<file path="config.mk">
export PLATFORM = sky130hd
export DESIGN_NAME = sat_counter
export DESIGN_NICKNAME = d
export VERILOG_FILES = /design/src/rtl/sat_counter.sv
export SDC_FILE = /design/constraint.sdc
export NUM_CORES = 1
export LEC_CHECK = 0
export CAP_MARGIN = 40
export CORE_AREA = 2 2 39 41
export CTS_BUF_LIST = sky130_fd_sc_hd__clkbuf_16
export CTS_CLUSTER_SIZE = 10
export DETAILED_ROUTE_END_ITERATION = 6
export DIE_AREA = 0 0 41 43
export REMOVE_ABC_BUFFERS = 1
export SYNTH_ARGS = -nofsm -noshare
export SYNTH_HDL_FRONTEND = slang
export SYNTH_SLANG_ARGS = --single-unit
</file>
<file path="constraint.sdc">
create_clock -name i_clk -period 2.7 [get_ports i_clk]
set_input_delay 0.54 -clock i_clk [delete_from_list [all_inputs] [get_ports i_clk]]
set_output_delay 0.54 -clock i_clk [all_outputs]
set_load 0.02 [all_outputs]
</file>
<file path="src/rtl/sat_counter.sv">
// Saturating up-counter with asynchronous active-low clear.
module sat_counter #(
  parameter int unsigned CNT_W = 8
) (
  input  logic             i_clk,
  input  logic             i_rst_n,
  input  logic             i_inc,
  output logic [CNT_W-1:0] o_q
);

  logic [CNT_W-1:0] r_q;

  always_ff @(posedge i_clk or negedge i_rst_n) begin
    if (!i_rst_n) begin
      r_q <= '0;
    end else if (i_inc && (r_q != {CNT_W{1'b1}})) begin
      r_q <= r_q + CNT_W'(1);
    end
  end

  assign o_q = r_q;

endmodule

</file>
### Yosys cells after proc, flatten, opt, wreduce, memory -nomap -nowiden

Index checks and enable logic that the tools add are counted.

* word-level logic and storage cells: 4
* output and inout port bits: 8
* flip-flop bits (word level): 8
* input bits: 3

* $add $sub $neg: 1
* reduce and logical (&&, ||, !) cells: 1
* equal/unequal tests: 1

Operators by type and width (count)
* adder 8 x 1 -> 8 bit, second input constant: 1
* inequality test 8 bit, second input constant: 1
* logical AND 1 bit: 1

### Logic depth before layout (Yosys ltp)

Gate-level depths: netlist (run 1).

* depth after elaboration: 2
* gate-level depth with buffers: 4

### Worst setup path after synthesis (run 1)

No wires, ideal clock.

* path kind: register to register
* start point: register r_q[0], in the netlist o_q[0]
* end point: register r_q[1], in the netlist o_q[1]
* setup slack: 1.176 ns
* arrival time: 1.397 ns
* library setup time: 0.128 ns
* stages on the path, launching flop included: 5
* path through: dfrtp_1 -> ha_1 -> nand4_1 -> o21ai_2 -> mux2_1

* word-level cells in the longest chain between the ends: 2

RTL lines
* start: declaration: line 11 `logic [CNT_W-1:0] r_q;`
* start signal: assignment: line 17 `r_q <= r_q + CNT_W'(1);`
* branches (longest 2 deep; another with adder 8 x 1 -> 8 bit)

Several ways; the timed one is not identified.
A chain may end at the register's enable or synchronous reset.

### Worst setup path in the final report (run 1)

* start point: register r_q[6], in the netlist o_q[6]
* end point: output port o_q[6]

RTL lines
* end: declaration: line 8 `output logic [CNT_W-1:0] o_q`

No word-level cell between the ends.

==> results of run 1 <==
==> worst paths after layout <==
| check | slack (ps) | start | depth (start not counted) | endpoint |
|---|---|---|---|---|
| min | 520 | o_q[0]$_DFFE_PN0P_ | 1 | o_q[0]$_DFFE_PN0P_ |
| min in group asynchronous | 600 | i_rst_n | 1 | o_q[4]$_DFFE_PN0P_ |
| max | 810 | o_q[6]$_DFFE_PN0P_ | 1 | o_q[6] |
| max in group asynchronous | 1830 | i_rst_n | 1 | o_q[1]$_DFFE_PN0P_ |
| min reg2reg | 520 | o_q[0]$_DFFE_PN0P_ | 1 | o_q[0]$_DFFE_PN0P_ |
| max reg2reg | 1210 | o_q[0]$_DFFE_PN0P_ | 4 | o_q[1]$_DFFE_PN0P_ |
==> report_power, final <==
| part | leakage, nW | internal (mW) | switching (mW) |
|---|---|---|---|
| Clock | 0.0370 | 0.191 | 0.0585 |
| Sequential | 0.0978 | 0.171 | 0.0750 |
| Combinational | 0.107 | 0.150 | 0.138 |
==> layer usage <==
metal  routed length, µm  up-vias
met5                   0        -
met4                  38        0
met3                  53        5
met2                 371       12
met1                 399      165
li1                    -      161
==> cells in the mapped netlist (all sizes together) <==
cell type / instances / share of area
dfrtp: 8 / 0.49
a31oi: 2 / 0.031
mux2: 2 / 0.064
xnor2: 1 / 0.021
nand3: 3 / 0.049
a41oi: 2 / 0.043
o211ai: 1 / 0.018
nand4: 1 / 0.015
xor2: 1 / 0.021
a311oi: 1 / 0.037
o21a: 1 / 0.018
inv: 1 / 0.0092
nor2: 1 / 0.0092
nand2: 1 / 0.0092
nor3: 1 / 0.012
a21oi: 2 / 0.025
o21ai: 1 / 0.021
a21boi: 1 / 0.018
and3: 1 / 0.028
and4: 1 / 0.028
ha: 1 / 0.031
==> worst register-to-register path, stage by stage, from the launching register on <==
cell and delay, ps:
dfrtp_1 390, ha_1 250, nand4_1 190, o21ai_2 210
mux2_1 330
==> logic make-up (layout without fill, tap and decap cells) <==
kind of cell | after synthesis | after routing
simple gates | 9 | 9
flops | 8 | 8
mux | 2 | 2
xor+xnor | 2 | 2
fa+ha+maj | 1 | 1
buf+inv | 1 | 14
compound gates | 11 | 11
==> final cells by class <==
cell class / instances / area share
clock buffer: 3 / 0.124
inverter: 1 / 0.00622
multi-input combinational: 25 / 0.338
sequential: 8 / 0.332
tap: 16 / 0.0332
timing repair buffer: 10 / 0.166
==> impl_metrics.csv, run 1 <==
group,metric,value,unit
run_status,status,"finished, final reports clean",
place,dp_hpwl,590,µm
worst_setup_path,crit_family,"buffers and inverters",
worst_setup_path,critPathBufInv,1,
timing,tightestPinTransition,388,ps
floorplanning,die_h,43,µm
pwr,p_total,783,µW
floorplanning,die_w,41,µm
logic_synthesis,synthCells,34,
final_layout,areaGrowthSynthToFinish,47.9,%
final_layout,fin_nets,53,
timing,finClkSkew,0.412,ps
timing,report.final.slew_viol_count,0,
worst_setup_path,required,2160,ps
final_layout,largest_register_ff_count,8,
logic_synthesis,synth-seq-cells,8,
logic_synthesis,synth_top_family_by_area,"compound AO/OA/AOI/OAI gates",
pwr,p_leak,0.242,nW
logic_synthesis,ys_warn_count,0,
place,gp_routability_congestion,0.717,
clocking,cts.sinks,8,
routing,routed_via_density,5.44,
final_layout,fin_cells,63,
clocking,post-cts-setup-buffers,0,
routing,drtIter0Drc,2,
routing,vias,343,
final_layout,multi_input_area,204,µm²
floorplanning,core_area,1380,µm²
worst_setup_path,cpMaxStageDelayCell,"clkdlybuf4s50_1",
logic_synthesis,synth_mux_area_frac,0.0644,
grt,grt_use_met1,0.154,
worst_setup_path,crit_path_start_kind,"register",
place,placed_area,528,µm²
place,io_buffers,10,
worst_setup_path,path_max_fanout,8,
final_layout,num_antenna_cells,0,
pwr,peakVddDrop,563,µV
logic_synthesis,synth_seq_area_share,0.491,
timing,rsz0062_at_grt,"no",
grt,busiest_layer,"met2",
worst_setup_path,path_class,"register to output pin",
routing,wire_per_inst,13.7,µm
final_layout,layout.cells.most_common,"clkdlybuf4s50_1",
logic_synthesis,ys_types,23,
grt,grt_pass1_wl,1460,µm
logic_synthesis,syn-cell-area,408,µm²
timing,setup_tns,0,ps
final_layout,regArea,200,µm²
floorplanning,fp-row-count,14,
grt,antenna_found_initial,0,
timing,timing.final.ws_setup,808,ps
final_layout,n_fill_cell,132,
worst_setup_path,end_kind,"output pin",
routing,post-route-drc-count,0,
place,place_inst,60,
final_layout,finish.instance_area,603,µm²
final_layout,fin_util,0.436,
routing,drtAntennaViolNets,0,
clocking,cts_made_buffers,3,
flow_run,maxCapViolCount,0,
grt,grt_max_degree,9,
clocking,htree_levels,1,
logic_synthesis,avgSynthCellArea,12.0,µm²
final_layout,drive_above_1_share,0.191,
logic_synthesis,synth-compound-area-share,0.212,
floorplanning,dieArea,1760,µm²
clocking,clk_pin_slew,40,ps
routing,first_pass_iters,4,
grt,grt_pass1_vias,336,
floorplanning,start_util,0.295,
final_layout,layout_common_cells,"clkdlybuf4s50_1 (10), dfrtp_1 (8), clkbuf_16 (3)",
grt,grt_util_met3,0.0681,
timing,period_share,0.701,
grt,track_usage,0.132,
clocking,clk_latency,230,ps
floorplanning,io_pins,11,
timing,fin_crit,1890,ps
routing,finalWirelength,862,µm
timing,final-hold-violation-count,0,
logic_synthesis,synthXorXnorAreaFrac,0.0429,
grt,grt_overflow,0,
logic_synthesis,synthSimpleGateAreaFrac,0.150,
pwr,pwr_density_cell,1300,nW/µm²
clocking,holdBufCountCts,0,
grt,grtUsageMet2,0.166,
logic_synthesis,yosys.area_share.adder,0.0307,
timing,max_slew_margin,0.741,
clocking,root_buffer,"clkbuf_16",
timing,max_freq,529,MHz
clocking,cts-resized-gates,0,
timing,holdWs,516,ps
place,pre_cts_slack,798,ps
min_path,hold_class,"register to register",
worst_setup_path,crit_path_max_incr_delay,650,ps
clocking,cts_tree,"yes",
clocking,max-clock-path-buffers,2,
worst_setup_path,crit_arrival,1350,ps
worst_setup_path,crit_chain,"clkdlybuf4s50_1",
timing,setup_viol_count_final,0,
No activity file was read; power rests on OpenSTA's default activity.
==> inputs of run 2 (changes only) <==
==> constraint.sdc (replaced) <==
create_clock -name i_clk -period 1.95 [get_ports i_clk]
set_input_delay 0.39 -clock i_clk [delete_from_list [all_inputs] [get_ports i_clk]]
set_output_delay 0.39 -clock i_clk [all_outputs]
set_load 0.02 [all_outputs]
==> impl_metrics.csv, run 2 (same netlist as run 1, synthesis figures left out) <==
group,metric,value,unit
clocking,cts.sinks,8,
final_layout,layout.cells.most_common,"clkdlybuf4s50_1",
place,placed_area,528,µm²
timing,period_share,0.889,
worst_setup_path,crit_path_max_incr_delay,650,ps
clocking,cts-resized-gates,0,
timing,setup_tns,0,ps
pwr,seqPwrFrac,0.314,
pwr,power_switching,376,µW
clocking,cts_tree,"yes",
floorplanning,core_area,1380,µm²
floorplanning,die_w,41,µm
timing,max_slew_margin,0.751,
timing,max_freq,577,MHz
pwr,p_leak,0.242,nW
clocking,htree_levels,1,
timing,final-hold-violation-count,0,
grt,grt_pass1_vias,309,
routing,wire_per_inst,13.8,µm
final_layout,largest_register_ff_count,8,
grt,grt_pass1_wl,1400,µm
worst_setup_path,cpMaxStageDelayCell,"clkdlybuf4s50_1",
floorplanning,fp-row-count,14,
floorplanning,start_util,0.295,
worst_setup_path,crit_path_start_kind,"register",
final_layout,fin_nets,53,
routing,post-route-drc-count,0,
clocking,max-clock-path-buffers,2,
place,gp_routability_congestion,0.712,
grt,grt_max_degree,9,
final_layout,areaGrowthSynthToFinish,47.9,%
pwr,comb_power_share,0.369,
pwr,peakVddDrop,842,µV
final_layout,num_antenna_cells,0,
pwr,clkPwrFrac,0.317,
place,io_buffers,10,
final_layout,drive_above_1_share,0.191,
timing,report.final.slew_viol_count,0,
flow_run,maxCapViolCount,0,
clocking,clk_pin_slew,40,ps
grt,antenna_found_initial,0,
floorplanning,io_pins,11,
routing,drtIter0Drc,8,
worst_setup_path,path_max_fanout,8,
routing,first_pass_iters,4,
clocking,post-cts-setup-buffers,0,
timing,setup_viol_count_final,0,
routing,routed_via_density,5.38,
routing,drtAntennaViolNets,0,
worst_setup_path,crit_family,"buffers and inverters",
worst_setup_path,crit_chain,"clkdlybuf4s50_1",
routing,vias,339,
worst_setup_path,required,1560,ps
worst_setup_path,critPathBufInv,1,
worst_setup_path,end_kind,"output pin",
clocking,root_buffer,"clkbuf_16",
final_layout,n_fill_cell,136,
clocking,clk_latency,230,ps
place,dp_hpwl,607,µm
timing,fin_crit,1730,ps
pwr,swShare,0.347,
worst_setup_path,crit_arrival,1340,ps
grt,grt_overflow,0,
timing,tightestPinTransition,372,ps
final_layout,finish.instance_area,603,µm²
routing,finalWirelength,871,µm
floorplanning,die_h,43,µm
worst_setup_path,path_class,"register to output pin",
min_path,hold_class,"primary input to asynchronous set/reset pin",
clocking,holdBufCountCts,0,
run_status,status,"finished, final reports clean",
clocking,cts_made_buffers,3,
timing,rsz0062_at_grt,"no",
pwr,internal-power,708,µW
floorplanning,dieArea,1760,µm²
grt,track_usage,0.129,
pwr,pwr_density_cell,1800,nW/µm²
timing,finClkSkew,0.506,ps
final_layout,layout_common_cells,"clkdlybuf4s50_1 (10), dfrtp_1 (8), clkbuf_16 (3)",
## run 2: cell counts in the layout (fill, tap and decap cells not counted)
Identical to the previous run, type by type.
## run 2: path summary, 6_finish.rpt
kind / startpoint / endpoint / slack [ps] / cells past startpoint
setup / recovery: o_q[6]$_DFFE_PN0P_ / o_q[6] / 220 / 1
hold / removal: i_rst_n / o_q[7]$_DFFE_PN0P_ / 440 / 1
setup reg to reg: o_q[0]$_DFFE_PN0P_ / o_q[1]$_DFFE_PN0P_ / 420 / 4
hold reg to reg: o_q[0]$_DFFE_PN0P_ / o_q[0]$_DFFE_PN0P_ / 530 / 1
max in group asynchronous: i_rst_n / o_q[0]$_DFFE_PN0P_ / 1240 / 1
min in group i_clk: o_q[0]$_DFFE_PN0P_ / o_q[0]$_DFFE_PN0P_ / 530 / 1
## run 2: power groups by stage
stage	registers (mW)	clock network (mW)	logic [mW]
final	0.340	0.344	0.401
after global routing	0.354	0.365	0.435
after CTS	0.342	0.348	0.407
after detailed placement	0.342	0	0.404
after global placement	0.339	0	0.397
after floorplan	0.408	0	0.151
## run 2: layer usage
metal  vias up  wire length [µm]  GRT usage
li1        164                 -          -
met1       158               390      0.171
met2        13               396      0.144
met3         4                54     0.0628
met4         0                29      0.120
met5         -                 0          0
## run 2: final cells by class
| type | count | area [µm²] | share of cell area |
|---|---|---|---|
| multi-input combinational | 25 | 204 | 0.338 |
| sequential | 8 | 200 | 0.332 |
| timing repair buffer | 10 | 100 | 0.166 |
| clock buffer | 3 | 75.1 | 0.124 |
| tap | 16 | 20.0 | 0.0332 |
| inverter | 1 | 3.75 | 0.00622 |
## run 2: metrics by stage
step	setup WS (ps)	util	std cells	power (mW)	hold slack, ps
4_1_cts	208	0.436	63	1.10	469
6_report	217	0.436	63	1.08	444
5_1_grt	148	0.436	63	1.15	480
3_3_place_gp	200	0.382	60	0.736	523
2_1_floorplan	426	-	34	0.559	94.4
3_5_place_dp	207	0.382	60	0.746	523
